$ cat src/rtl/conv_pkg.sv
// ---------------------------------------------------------------------------
// conv_pkg
// Shared types and constants for the 3x3 convolution window scheduler.
//   conv_state_t  : scheduler FSM states
//   addr_phase_t  : selects weight-table or image-window address mapping
//   KERNEL_TAPS   : number of taps in a 3x3 kernel
//   TAP_CNT_W     : width of the tap counter (must reach KERNEL_TAPS)
//   DEFAULT_DATA_W: default pixel/weight/result width, matches muladd
// ---------------------------------------------------------------------------
package conv_pkg;

   localparam int KERNEL_TAPS    = 9;
   localparam int TAP_CNT_W      = 4;
   localparam int DEFAULT_DATA_W = 17;

   typedef enum logic [2:0] {
      IDLE,
      LOAD_K,
      FETCH,
      COMPUTE,
      WRITE,
      DONE
   } conv_state_t;

   typedef enum logic {
      PH_KERNEL,
      PH_IMAGE
   } addr_phase_t;

endpackage

$ cat src/rtl/conv_window_scheduler_if.sv
// ---------------------------------------------------------------------------
// conv_window_scheduler_if
// Bundles the three buses the scheduler sits between:
//   memory read port : mem_rd_en, mem_rd_addr, mem_rd_data (1-cycle latency)
//   muladd port      : kernel_weights, subimage, mac_en, mac_out_pix
//   output buffer    : out_wr_en, out_wr_addr, out_wr_data
// Modports:
//   master : the scheduler (drives strobes/addresses/operands)
//   slave  : the environment (memory, muladd, output buffer)
// ---------------------------------------------------------------------------
interface conv_window_scheduler_if
   import conv_pkg::*;
#(
   parameter int DATA_W = DEFAULT_DATA_W,
   parameter int ADDR_W = 10
);

   logic                          mem_rd_en;
   logic [ADDR_W-1:0]             mem_rd_addr;
   logic [DATA_W-1:0]             mem_rd_data;

   logic [KERNEL_TAPS*DATA_W-1:0] kernel_weights;
   logic [KERNEL_TAPS*DATA_W-1:0] subimage;
   logic                          mac_en;
   logic [DATA_W-1:0]             mac_out_pix;

   logic                          out_wr_en;
   logic [ADDR_W-1:0]             out_wr_addr;
   logic [DATA_W-1:0]             out_wr_data;

   modport master (
      output mem_rd_en,
      output mem_rd_addr,
      input  mem_rd_data,
      output kernel_weights,
      output subimage,
      output mac_en,
      input  mac_out_pix,
      output out_wr_en,
      output out_wr_addr,
      output out_wr_data
   );

   modport slave (
      input  mem_rd_en,
      input  mem_rd_addr,
      output mem_rd_data,
      input  kernel_weights,
      input  subimage,
      input  mac_en,
      output mac_out_pix,
      input  out_wr_en,
      input  out_wr_addr,
      input  out_wr_data
   );

endinterface

$ cat src/rtl/conv_addr_gen.sv
// ---------------------------------------------------------------------------
// conv_addr_gen
// Purely combinational read-address generator.
//   phase : PH_KERNEL -> K_BASE + tap
//           PH_IMAGE  -> IMG_BASE + (orow + tap/3)*IMG_W + ocol + tap%3
//   orow, ocol : top-left corner of the current output window
//   tap        : tap index 0..8 (values above 8 give a don't-care address)
//   addr       : resulting word address, computed modulo 2^ADDR_W
// ---------------------------------------------------------------------------
module conv_addr_gen
   import conv_pkg::*;
#(
   parameter int ADDR_W   = 10,
   parameter int IMG_W    = 5,
   parameter int K_BASE   = 0,
   parameter int IMG_BASE = 16
)(
   input  addr_phase_t          phase,
   input  logic [ADDR_W-1:0]    orow,
   input  logic [ADDR_W-1:0]    ocol,
   input  logic [TAP_CNT_W-1:0] tap,
   output logic [ADDR_W-1:0]    addr
);

   logic [ADDR_W-1:0] row_off;
   logic [ADDR_W-1:0] col_off;

   // Split the tap index into its window row and column with compares
   // instead of a divider; the tap only ever spans 0..8.
   always_comb begin
      row_off = '0;
      col_off = '0;
      if (tap < TAP_CNT_W'(3)) begin
         row_off = ADDR_W'(0);
         col_off = ADDR_W'(tap);
      end else if (tap < TAP_CNT_W'(6)) begin
         row_off = ADDR_W'(1);
         col_off = ADDR_W'(tap - TAP_CNT_W'(3));
      end else begin
         row_off = ADDR_W'(2);
         col_off = ADDR_W'(tap - TAP_CNT_W'(6));
      end
   end

   // Weights sit in a flat table; image pixels are raster-ordered with a
   // row stride of IMG_W, so the window origin plus tap offset gives the word.
   always_comb begin
      addr = '0;
      if (phase == PH_KERNEL) begin
         addr = ADDR_W'(K_BASE) + ADDR_W'(tap);
      end else begin
         addr = ADDR_W'(IMG_BASE) + (orow + row_off) * ADDR_W'(IMG_W) + ocol + col_off;
      end
   end

endmodule

$ cat src/rtl/conv_window_scheduler.sv
// ---------------------------------------------------------------------------
// conv_window_scheduler
// Sequences one 3x3 valid convolution over an IMG_W x IMG_H image: loads the
// nine weights once, then for every output position fetches the window,
// holds the external muladd enabled for MAC_LAT cycles and writes the result
// to the output buffer in raster order.
//
// Ports:
//   clk   : clock, all logic on the rising edge
//   rst   : synchronous active-low reset
//   start : one-cycle pulse, begins a run when idle (ignored otherwise)
//   busy  : high from the cycle after an accepted start until done
//   done  : one-cycle pulse after the last output write
//   bus   : conv_window_scheduler_if.master (memory read, muladd, output write)
//
// Build option:
//   CONV_RELU_EN : when defined, negative results are written as 0;
//                  timing is the same either way.
// ---------------------------------------------------------------------------
module conv_window_scheduler
   import conv_pkg::*;
#(
   parameter int DATA_W   = DEFAULT_DATA_W,
   parameter int IMG_W    = 5,
   parameter int IMG_H    = 5,
   parameter int ADDR_W   = 10,
   parameter int K_BASE   = 0,
   parameter int IMG_BASE = 16,
   parameter int MAC_LAT  = 1
)(
   input  logic clk,
   input  logic rst,
   input  logic start,
   output logic busy,
   output logic done,
   conv_window_scheduler_if.master bus
);

   localparam int LAT_W = (MAC_LAT > 1) ? $clog2(MAC_LAT) : 1;
   localparam int OUT_W = IMG_W - 2;

   conv_state_t                   state;
   conv_state_t                   state_next;

   logic [TAP_CNT_W-1:0]          tap_cnt;
   logic [LAT_W-1:0]              lat_cnt;
   logic [ADDR_W-1:0]             orow;
   logic [ADDR_W-1:0]             ocol;
   logic [KERNEL_TAPS*DATA_W-1:0] weights_q;
   logic [KERNEL_TAPS*DATA_W-1:0] window_q;

   addr_phase_t                   phase;
   logic [ADDR_W-1:0]             gen_addr;
   logic                          rd_en;
   logic                          mac_en_c;
   logic                          wr_en;
   logic                          busy_c;
   logic                          done_c;
   logic                          tap_last;
   logic                          lat_last;
   logic                          last_pos;
   logic [DATA_W-1:0]             result;

   // The tap counter runs 0..9: reads go out on 0..8 and the data returned
   // one cycle later lands on counts 1..9, so count 9 is the final capture.
   assign tap_last = (tap_cnt == TAP_CNT_W'(KERNEL_TAPS));
   assign lat_last = (lat_cnt == LAT_W'(MAC_LAT - 1));
   assign last_pos = (orow == ADDR_W'(IMG_H - 3)) && (ocol == ADDR_W'(IMG_W - 3));

   conv_addr_gen #(
      .ADDR_W   (ADDR_W),
      .IMG_W    (IMG_W),
      .K_BASE   (K_BASE),
      .IMG_BASE (IMG_BASE)
   ) u_addr_gen (
      .phase (phase),
      .orow  (orow),
      .ocol  (ocol),
      .tap   (tap_cnt),
      .addr  (gen_addr)
   );

   // State register; reset returns to IDLE from anywhere, including mid-run.
   always_ff @(posedge clk) begin
      if (!rst) begin
         state <= IDLE;
      end else begin
         state <= state_next;
      end
   end

   // Next-state and strobe decode. The strobes are also forced low while rst
   // is asserted so the reset cycle itself never issues a read or write.
   always_comb begin
      state_next = state;
      phase      = PH_KERNEL;
      rd_en      = 1'b0;
      mac_en_c   = 1'b0;
      wr_en      = 1'b0;
      busy_c     = 1'b0;
      done_c     = 1'b0;
      case (state)
         IDLE: begin
            if (start) begin
               state_next = LOAD_K;
            end
         end
         LOAD_K: begin
            busy_c = 1'b1;
            phase  = PH_KERNEL;
            rd_en  = !tap_last;
            if (tap_last) begin
               state_next = FETCH;
            end
         end
         FETCH: begin
            busy_c = 1'b1;
            phase  = PH_IMAGE;
            rd_en  = !tap_last;
            if (tap_last) begin
               state_next = COMPUTE;
            end
         end
         COMPUTE: begin
            busy_c   = 1'b1;
            mac_en_c = 1'b1;
            if (lat_last) begin
               state_next = WRITE;
            end
         end
         WRITE: begin
            busy_c     = 1'b1;
            wr_en      = 1'b1;
            state_next = last_pos ? DONE : FETCH;
         end
         DONE: begin
            done_c     = 1'b1;
            state_next = IDLE;
         end
         default: begin
            state_next = IDLE;
         end
      endcase
      if (!rst) begin
         rd_en    = 1'b0;
         mac_en_c = 1'b0;
         wr_en    = 1'b0;
         busy_c   = 1'b0;
         done_c   = 1'b0;
      end
   end

   // Counters and operand registers. Weights and window taps are captured
   // from the read data that returns one cycle after each read, so count n
   // fills slot n-1. Weights are only rewritten by the next LOAD_K, which
   // keeps them valid after a run; the window is stable through COMPUTE
   // because it only changes in FETCH.
   always_ff @(posedge clk) begin
      if (!rst) begin
         tap_cnt   <= '0;
         lat_cnt   <= '0;
         orow      <= '0;
         ocol      <= '0;
         weights_q <= '0;
         window_q  <= '0;
      end else begin
         case (state)
            IDLE: begin
               if (start) begin
                  tap_cnt <= '0;
                  lat_cnt <= '0;
                  orow    <= '0;
                  ocol    <= '0;
               end
            end
            LOAD_K: begin
               for (int i = 0; i < KERNEL_TAPS; i++) begin
                  if (tap_cnt == TAP_CNT_W'(i + 1)) begin
                     weights_q[i*DATA_W +: DATA_W] <= bus.mem_rd_data;
                  end
               end
               tap_cnt <= tap_last ? '0 : tap_cnt + 1'b1;
            end
            FETCH: begin
               for (int i = 0; i < KERNEL_TAPS; i++) begin
                  if (tap_cnt == TAP_CNT_W'(i + 1)) begin
                     window_q[i*DATA_W +: DATA_W] <= bus.mem_rd_data;
                  end
               end
               tap_cnt <= tap_last ? '0 : tap_cnt + 1'b1;
            end
            COMPUTE: begin
               lat_cnt <= lat_last ? '0 : lat_cnt + 1'b1;
            end
            WRITE: begin
               if (ocol < ADDR_W'(IMG_W - 3)) begin
                  ocol <= ocol + 1'b1;
               end else begin
                  ocol <= '0;
                  orow <= orow + 1'b1;
               end
            end
            default: begin
            end
         endcase
      end
   end

   // Optional rectification of the muladd result: a set sign bit means a
   // negative two's-complement value, which is clamped to zero.
`ifdef CONV_RELU_EN
   assign result = bus.mac_out_pix[DATA_W-1] ? '0 : bus.mac_out_pix;
`else
   assign result = bus.mac_out_pix;
`endif

   // Addresses and write data are zeroed whenever their strobe is low so the
   // buses sit at 0 in idle and after reset.
   assign bus.mem_rd_en      = rd_en;
   assign bus.mem_rd_addr    = rd_en ? gen_addr : '0;
   assign bus.kernel_weights = weights_q;
   assign bus.subimage       = window_q;
   assign bus.mac_en         = mac_en_c;
   assign bus.out_wr_en      = wr_en;
   assign bus.out_wr_addr    = wr_en ? (orow * ADDR_W'(OUT_W) + ocol) : '0;
   assign bus.out_wr_data    = wr_en ? result : '0;
   assign busy               = busy_c;
   assign done               = done_c;

endmodule

$ cat src/flat_wrapper.sv
// flat-port wrapper written by rule: the top's interface ports become plain ports
module conv_window_scheduler_flat import conv_pkg::*;
#(
   parameter int DATA_W   = DEFAULT_DATA_W,
   parameter int IMG_W    = 5,
   parameter int IMG_H    = 5,
   parameter int ADDR_W   = 10,
   parameter int K_BASE   = 0,
   parameter int IMG_BASE = 16,
   parameter int MAC_LAT  = 1
)
  (clk, rst, start, busy, done, bus_mem_rd_en, bus_mem_rd_addr, bus_mem_rd_data, bus_kernel_weights, bus_subimage, bus_mac_en, bus_mac_out_pix, bus_out_wr_en, bus_out_wr_addr, bus_out_wr_data);
  conv_window_scheduler_if #(.DATA_W(DATA_W), .ADDR_W(ADDR_W)) bus_i ();
  input  logic clk;
  input  logic rst;
  input  logic start;
  output logic busy;
  output logic done;
  output wire logic [$bits(bus_i.mem_rd_en)-1:0] bus_mem_rd_en;
  output wire logic [$bits(bus_i.mem_rd_addr)-1:0] bus_mem_rd_addr;
  input wire logic [$bits(bus_i.mem_rd_data)-1:0] bus_mem_rd_data;
  output wire logic [$bits(bus_i.kernel_weights)-1:0] bus_kernel_weights;
  output wire logic [$bits(bus_i.subimage)-1:0] bus_subimage;
  output wire logic [$bits(bus_i.mac_en)-1:0] bus_mac_en;
  input wire logic [$bits(bus_i.mac_out_pix)-1:0] bus_mac_out_pix;
  output wire logic [$bits(bus_i.out_wr_en)-1:0] bus_out_wr_en;
  output wire logic [$bits(bus_i.out_wr_addr)-1:0] bus_out_wr_addr;
  output wire logic [$bits(bus_i.out_wr_data)-1:0] bus_out_wr_data;
  assign bus_mem_rd_en = bus_i.mem_rd_en;
  assign bus_mem_rd_addr = bus_i.mem_rd_addr;
  assign bus_i.mem_rd_data = bus_mem_rd_data;
  assign bus_kernel_weights = bus_i.kernel_weights;
  assign bus_subimage = bus_i.subimage;
  assign bus_mac_en = bus_i.mac_en;
  assign bus_i.mac_out_pix = bus_mac_out_pix;
  assign bus_out_wr_en = bus_i.out_wr_en;
  assign bus_out_wr_addr = bus_i.out_wr_addr;
  assign bus_out_wr_data = bus_i.out_wr_data;
  conv_window_scheduler #(.DATA_W(DATA_W), .IMG_W(IMG_W), .IMG_H(IMG_H), .ADDR_W(ADDR_W), .K_BASE(K_BASE), .IMG_BASE(IMG_BASE), .MAC_LAT(MAC_LAT)) u_core (.clk(clk), .rst(rst), .start(start), .busy(busy), .done(done), .bus(bus_i));
endmodule
$ cat config.mk
export PLATFORM = sky130hd
export DESIGN_NAME = conv_window_scheduler_flat
export DESIGN_NICKNAME = d
export VERILOG_FILES = /design/src/rtl/conv_pkg.sv /design/src/rtl/conv_window_scheduler_if.sv /design/src/rtl/conv_addr_gen.sv /design/src/rtl/conv_window_scheduler.sv /design/src/flat_wrapper.sv
export SDC_FILE = /design/constraint.sdc
export NUM_CORES = 1
export LEC_CHECK = 0
export ABC_AREA = 1
export BUFFER_PORTS_ARGS = -buffer_cell sky130_fd_sc_hd__buf_2
export CAP_MARGIN = 20
export CORE_UTILIZATION = 46
export DETAILED_ROUTE_END_ITERATION = 10
export PLACE_DENSITY = 0.71
export RECOVER_POWER = 50
export SETUP_SLACK_MARGIN = 0.1
export SYNTH_ARGS = -nofsm -noshare
export SYNTH_HDL_FRONTEND = slang
export SYNTH_SLANG_ARGS = --single-unit
$ cat constraint.sdc
create_clock -name clk -period 7.76 [get_ports clk]
set_input_delay 1.164 -clock clk [delete_from_list [all_inputs] [get_ports clk]]
set_output_delay 1.164 -clock clk [all_outputs]
set_load 0.1 [all_outputs]
==> flow_summary.json, run 1 <==
{
  "dr.pass1.iters": 5,
  "p_switching_mw": 1.35,
  "htree_levels": 2,
  "p_int_mw": 2.90,
  "place_congestion": 0.917,
  "crit_buf_inv": 7,
  "fin_skew_ns": 0.0142,
  "ant_nets": 0,
  "initial_core_util": 0.469,
  "coreArea_sq_um": 31600,
  "post_cts_resized": 0,
  "vias": 13400,
  "synthFlopType": "dfxtp_1",
  "clock-root-buffer": "clkbuf_16",
  "slew_violations": 126,
  "worst_pin_slew_ns": 2.97,
  "vias_per_cell": 5.10,
  "drc": 0,
  "worstSetupStartpointType": "flop",
  "arrival_ns": 6.06,
  "grt_pass1_vias": 12600,
  "fmax_ghz": 0.138,
  "fin_crit_ns": 7.23,
  "yosys.area.top_type": "dfxtp_1",
  "crit_required_ns": 6.60,
  "grt_util_met2": 0.436,
  "placedCellCount": 2574,
  "met1_usage": 0.357,
  "synth_area_leaders": "dfxtp_1 (45%), nor2_1 (16%), o21ai_0 (9.1%), ha_1 (4.8%), fa_1 (3.5%)",
  "p_leak_nw": 8.37,
  "ctsHoldBuffers": 0,
  "async_flop_share": 0,
  "fin_crit_sh": 0.931,
  "violations": "max-capacitance violations, max-slew violations",
  "drt_iter0_markers": 1032,
  "diodes": 0,
  "syn_area_sq_um": 14800,
  "syn_to_final_growth_pct": 18.0,
  "multi_input_area_sq_um": 6820,
  "port_buffers": 384,
  "ys_seq_area_frac": 0.451,
  "fin_tns_setup_ns": 0,
  "cpMostUsedCell": "nand2_1",
  "end_kind": "primary output",
  "slowest_stage": "fa_1",
  "swShare": 0.318,
  "fin_nets": 2330,
  "track_usage": 0.273,
  "crit_type": "flop to primary output",
  "die_area_sq_um": 32900,
  "nFillCells": 3011,
  "cap_violations": 3,
  "setup_viol": 0,
  "netlist_instances": 1896,
  "top_usage_layer": "met2",
  "antenna_found_initial": 0,
  "rsz0062_at_grt": "false",
  "synth-edff-count": 0,
  "power_mw": 4.25,
  "seqCellArea_sq_um": 6670,
  "grt_max_degree": 121,
  "netlist_top_cells_count": "nor2_1 (614), dfxtp_1 (333), o21ai_0 (269), inv_1 (112), nand2_1 (87)",
  "power_frac_clock": 0.400,
  "drive_gt1_frac": 0.172,
  "synth_nets": 2016,
  "final_cells": 2635,
  "die_y_um": 181,
  "max_stage_delay_ns": 0.53,
  "place_hpwl_mm": 31.3,
  "clock_latency_ns": 0.52,
  "avgSynthCellArea_sq_um": 7.80,
  "worst_ir_drop_vdd_uv": 167,
  "io_pins": 385,
  "cts.sinks": 333,
  "critPathMaxFanout": 7,
  "crit_family": "adder cells",
  "cts_buffers": 36,
  "grt_use_met3": 0.0534,
  "ys_warn_count": 0,
  "final_hold_viol_count": 0,
  "cts_tree": "built",
  "clk_pin_slew_worst_paths_ns": 0.06,
  "avgRoutedWirePerCell_um": 17.3,
  "status": "finished with violations",
  "yosys_register_bits": 333,
  "cellPowerDensity_nw_per_um2": 243,
  "yosys.cell_count.top_type": "nor2_1",
  "synth_top_area_frac": 0.451,
  "grt_pass1_wl_mm": 70.9,
  "p_comb_frac": 0.178,
  "clockBufferDepth": 3,
  "totalWireLength_mm": 45.6,
  "synth.distinct_cells": 48,
  "power_frac_seq": 0.422,
  "cts_setup_buffers": 0,
  "overflow": 0,
  "relSlewSlack": -0.979,
  "worstHoldPathType": "flop to flop",
  "rows": 65,
  "die_w_um": 181
}
logic make-up after synthesis:
kind of cell	after synthesis	synth area share
fa+ha+maj	83	0.0834
compound gates	379	0.132
simple gates	831	0.245
buf+inv	255	0.0799
flops	333	0.451
xor+xnor	15	0.00888
metal layers:
metal / up-vias / routed length [um]
met4: 0 / 1900
met2: 526 / 20500
met3: 109 / 3190
met5: - / 0
met1: 6160 / 20000
li1: 6632 / -
layout make-up:
class                           count  share of cell area
Sequential cell                   333               0.382
Clock buffer                       49              0.0573
Timing Repair Buffer              386              0.0996
Inverter                          145              0.0325
Tap cell                          402              0.0288
Clock inverter                     12             0.00896
Multi-Input combinational cell   1308               0.391
placed cells by master (no fill, tap or decap), drive strengths merged, types with 2 or more instances in the layout:
cell,n
o21ai,326
nand3,25
a21oi,38
clkinv,7
nor3,14
o22ai,3
xnor2,2
ha,57
dfxtp,333
buf,225
a211oi,4
nand4,6
nand2,95
clkbuf,210
clkinvlp,4
inv,143
xor2,13
fa,26
bufinv,3
nor2,689
registers in the layout, summed over array words and instances (netlist names):
register,flops
u_core.orow,10
u_core.state,3
u_core.ocol,10
u_core.bus.kernel_weights,153
u_core.bus.subimage,153
u_core.tap_cnt,4
power groups by stage:
stage          registers [mW]  logic, mW  clock network [mW]
5_1_grt                  1.80      0.812                1.79
3_3_place_gp             1.83      0.785                   0
2_1_floorplan            2.05      0.424                   0
3_5_place_dp             1.83      0.791                   0
4_1_cts                  1.79      0.793                1.72
6_report                 1.79      0.755                1.70
worst reg2reg max path, cell delays in order, from the launching register on:
cell,delay (ns)
dfxtp_1,0.39
inv_1,0.26
nand2_4,0.08
nor2_1,0.39
clkinvlp_2,0.60
nor3_1,1.80
clkinvlp_2,1.57
nor2_1,0.32
nor2_1,0.07
stage by stage:
step           worst slack, ns  hold WS [ns]  area [sq um]  utilization
6_report                 0.533         0.478         17500        0.553
5_1_grt                  0.220         0.502         17500        0.553
4_1_cts                  0.537         0.479         17800        0.564
3_5_place_dp              1.12         0.465         16600        0.527
3_3_place_gp              1.18         0.457         16600        0.527
2_1_floorplan            0.419         0.473         14800            -
path summary, 6_finish.rpt:
path / startpoint / endpoint / slack [ns] / cells after the start
hold reg to reg: u_core.bus.subimage[118]$_SDFFE_PN0P_ / u_core.bus.subimage[118]$_SDFFE_PN0P_ / 0.48 / 2
setup reg to reg: u_core.state[1]$_SDFFE_PN0P_ / u_core.bus.kernel_weights[54]$_SDFFE_PN0P_ / 2.18 / 8
hold / removal: u_core.bus.subimage[118]$_SDFFE_PN0P_ / u_core.bus.subimage[118]$_SDFFE_PN0P_ / 0.48 / 2
setup / recovery: u_core.tap_cnt[2]$_SDFFE_PN0P_ / bus_mem_rd_addr[7] / 0.53 / 28
Note: power is estimated with default switching activity, not from simulation.
==> run 2: changes to the inputs <==
- ABC_AREA: 1 -> 0
==> run 2 against run 1 <==
  * The run still ends with max-capacitance violations, max-slew violations left
  * First-iteration DRC count fell by 14%
  * Sequential power about the same
  * Sequential cell count unchanged
  * Maximum frequency decreased by 0.20%
  * Count of clock-buffer cells in the layout increased by 4
  * Worst hold slack got worse by 0.029 ns
  * Cell area grew 3.9%
  * Clock skew is 0.0055 ns higher
  * Synthesized cell count shrank 5.5%
  * Critical path type unchanged
  * Largest cell class unchanged
  * Highest routed layer unchanged
==> flow_summary.json, run 2 <==
{
  "synth.distinct_cells": 50,
  "antenna_found_initial": 1,
  "grt_pass1_wl_mm": 71.1,
  "place_congestion": 0.867,
  "clock_latency_ns": 0.52,
  "critPathMaxFanout": 7,
  "synthFlopType": "dfxtp_1",
  "overflow": 0,
  "worstHoldPathType": "flop to flop",
  "grt_max_degree": 127,
  "setup_viol": 0,
  "worst_ir_drop_vdd_uv": 123,
  "relSlewSlack": -1.99,
  "fin_tns_setup_ns": 0,
  "vias_per_cell": 5.16,
  "synth_area_leaders": "dfxtp_1 (44%), a21boi_1 (13%), nand2_1 (13%), ha_1 (4.7%), fa_1 (3.4%)",
  "p_leak_nw": 7.39,
  "cts.sinks": 333,
  "htree_levels": 2,
  "final_hold_viol_count": 0,
  "cts_buffers": 37,
  "track_usage": 0.271,
  "rows": 66,
  "drive_gt1_frac": 0.131,
  "status": "finished with violations",
  "fin_skew_ns": 0.0197,
  "arrival_ns": 6.08,
  "synth_nets": 1912,
  "final_cell_mix": "nand2_1 (531), dfxtp_1 (333), clkbuf_1 (199), buf_2 (194), a21boi_1 (162)",
  "clock-root-buffer": "clkbuf_16",
  "fin_crit_sh": 0.933,
  "dr.pass1.iters": 5,
  "p_int_mw": 2.97,
  "die_area_sq_um": 33800,
  "multi_input_area_sq_um": 7670,
  "ant_nets": 0,
  "swShare": 0.317,
  "cellPowerDensity_nw_per_um2": 240,
  "cts_setup_buffers": 0,
  "clk_pin_slew_worst_paths_ns": 0.06,
  "vias": 13200,
  "power_frac_clock": 0.408,
  "slew_violations": 253,
  "worstSetupStartpointType": "flop",
  "synth-edff-count": 0,
  "totalWireLength_mm": 46.9,
  "rsz0062_at_grt": "false",
  "cap_violations": 2,
  "fin_nets": 2205,
  "crit_type": "flop to primary output",
  "fmax_ghz": 0.138,
  "p_switching_mw": 1.38,
  "ys_warn_count": 0,
  "netlist_instances": 1792,
  "die_y_um": 184,
  "clockBufferDepth": 3,
  "yosys.cell_count.top_type": "nand2_1",
  "yosys.area.top_type": "dfxtp_1",
  "io_pins": 385,
  "avgRoutedWirePerCell_um": 18.4,
  "final_common_cell": "nand2_1",
  "diodes": 0,
  "drc": 0,
  "drt_iter0_markers": 886,
  "ys_seq_area_frac": 0.438,
  "netlist_top_cells_count": "nand2_1 (531), dfxtp_1 (333), a21boi_1 (273), clkbuf_1 (89), inv_1 (61)",
  "layout_setup_ws_ns": 0.519,
  "cts_tree": "built",
  "syn_to_final_growth_pct": 19.1,
  "avgSynthCellArea_sq_um": 8.50,
  "coreArea_sq_um": 32500,
  "grt_pass1_vias": 12200,
  "fin_crit_ns": 7.24,
  "synth_top_area_frac": 0.438,
  "nFillCells": 3148,
  "reg2reg_setup_slack_ns": 4.95,
  "yosys_register_bits": 333,
  "seqCellArea_sq_um": 6670,
  "place_hpwl_mm": 31.3,
  "violations": "max-capacitance violations, max-slew violations",
  "power_frac_seq": 0.413,
  "end_kind": "primary output",
  "ctsHoldBuffers": 0,
  "initial_core_util": 0.468,
  "worst_pin_slew_ns": 4.49,
  "port_buffers": 384,
  "dpl_worst_slack_ns": 0.999,
  "die_w_um": 184,
  "syn_area_sq_um": 15200,
  "p_comb_frac": 0.179,
  "crit_required_ns": 6.60,
  "async_flop_share": 0
}
-- run 2: cell count changes in the layout (fill, tap and decap cells not counted), moves of 40 or more --
cell,previous run,this run
inv_1,121,61
o21ai_0,273,10
a21boi_0,0,112
a21boi_1,0,162
nor2_2,62,1
o21ai_1,53,13
nor2_1,621,39
nand2_1,90,531
-- run 2: power groups by stage --
stage / sequential [mW] / clock, mW / combinational, mW
2_1_floorplan: 1.99 / 0 / 0.466
3_3_place_gp: 1.83 / 0 / 0.778
3_5_place_dp: 1.83 / 0 / 0.780
4_1_cts: 1.79 / 1.80 / 0.782
5_1_grt: 1.80 / 1.87 / 0.831
6_report: 1.80 / 1.78 / 0.779
-- run 2: final timing paths --
kind | from | cells after the start | to
max | u_core.tap_cnt[1]$_SDFFE_PN0P_ | 22 | bus_mem_rd_addr[8]
min | u_core.bus.kernel_weights[107]$_SDFFE_PN0P_ | 2 | u_core.bus.kernel_weights[107]$_SDFFE_PN0P_
max reg2reg | u_core.tap_cnt[1]$_SDFFE_PN0P_ | 7 | u_core.bus.subimage[132]$_SDFFE_PN0P_
min reg2reg | u_core.bus.kernel_weights[107]$_SDFFE_PN0P_ | 2 | u_core.bus.kernel_weights[107]$_SDFFE_PN0P_
-- run 2: cell families (layout without fill, tap and decap cells) --
logic type      after synthesis  after routing  share of synthesized area
xor+xnor                     34             34                     0.0205
compound gates              344            344                      0.163
fa+ha+maj                    83             83                     0.0810
mux                          35             35                     0.0230
buf+inv                     207            524                     0.0568
simple gates                756            756                      0.218
flops                       333            333                      0.438
-- run 2: routing by layer --
metal	vias to the layer above	global-route usage	part of all wire
li1	6384	-	-
met1	6237	0.349	0.43
met2	447	0.452	0.48
met3	86	0.0547	0.068
met4	0	0.0883	0.025
met5	-	0	0
-- run 2: layout make-up --
class | count | area share
Tap cell | 442 | 0.0305
Inverter | 67 | 0.0139
Multi-Input combinational cell | 1252 | 0.423
Sequential cell | 333 | 0.368
Clock buffer | 53 | 0.0594
Clock inverter | 10 | 0.00794
Timing Repair Buffer | 394 | 0.0976
-- run 2: critical path, cell delays in order (launching register included) --
cell and delay (ns):
dfxtp_1 0.39, ha_1 0.24, and2_1 0.20, nor3_1 0.39, nor2b_1 0.10, ha_1 0.24
fa_1 0.47, xnor2_1 0.32, inv_1 0.14, ha_1 0.31, ha_1 0.27, inv_1 0.05
fa_1 0.53, inv_1 0.04, ha_1 0.22, fa_1 0.40, a21o_1 0.19, a21oi_1 0.25
o21bai_1 0.10, a21oi_1 0.20, xor2_1 0.10, nor2_1 0.09, clkbuf_4 0.33
-- run 2: repair_timing --
| item | CTS | global route |
|---|---|---|
| endpoints found under the setup margin | 0 | 1 |
| endpoints found under the hold margin | 0 | 0 |
| gates resized for setup | 0 | 1 |
-- run 2: metrics by stage --
stage	util	area, sq um	hold slack (ns)	cells	total power, mW
finish	0.557	18100	0.449	2551	4.35
global route	0.557	18100	0.469	2551	4.50
detailed placement	0.527	17200	0.441	2487	2.61
floorplan	-	15200	0.481	1792	2.45
CTS	0.565	18400	0.449	2550	4.38
global placement	0.527	17200	0.438	2486	2.61
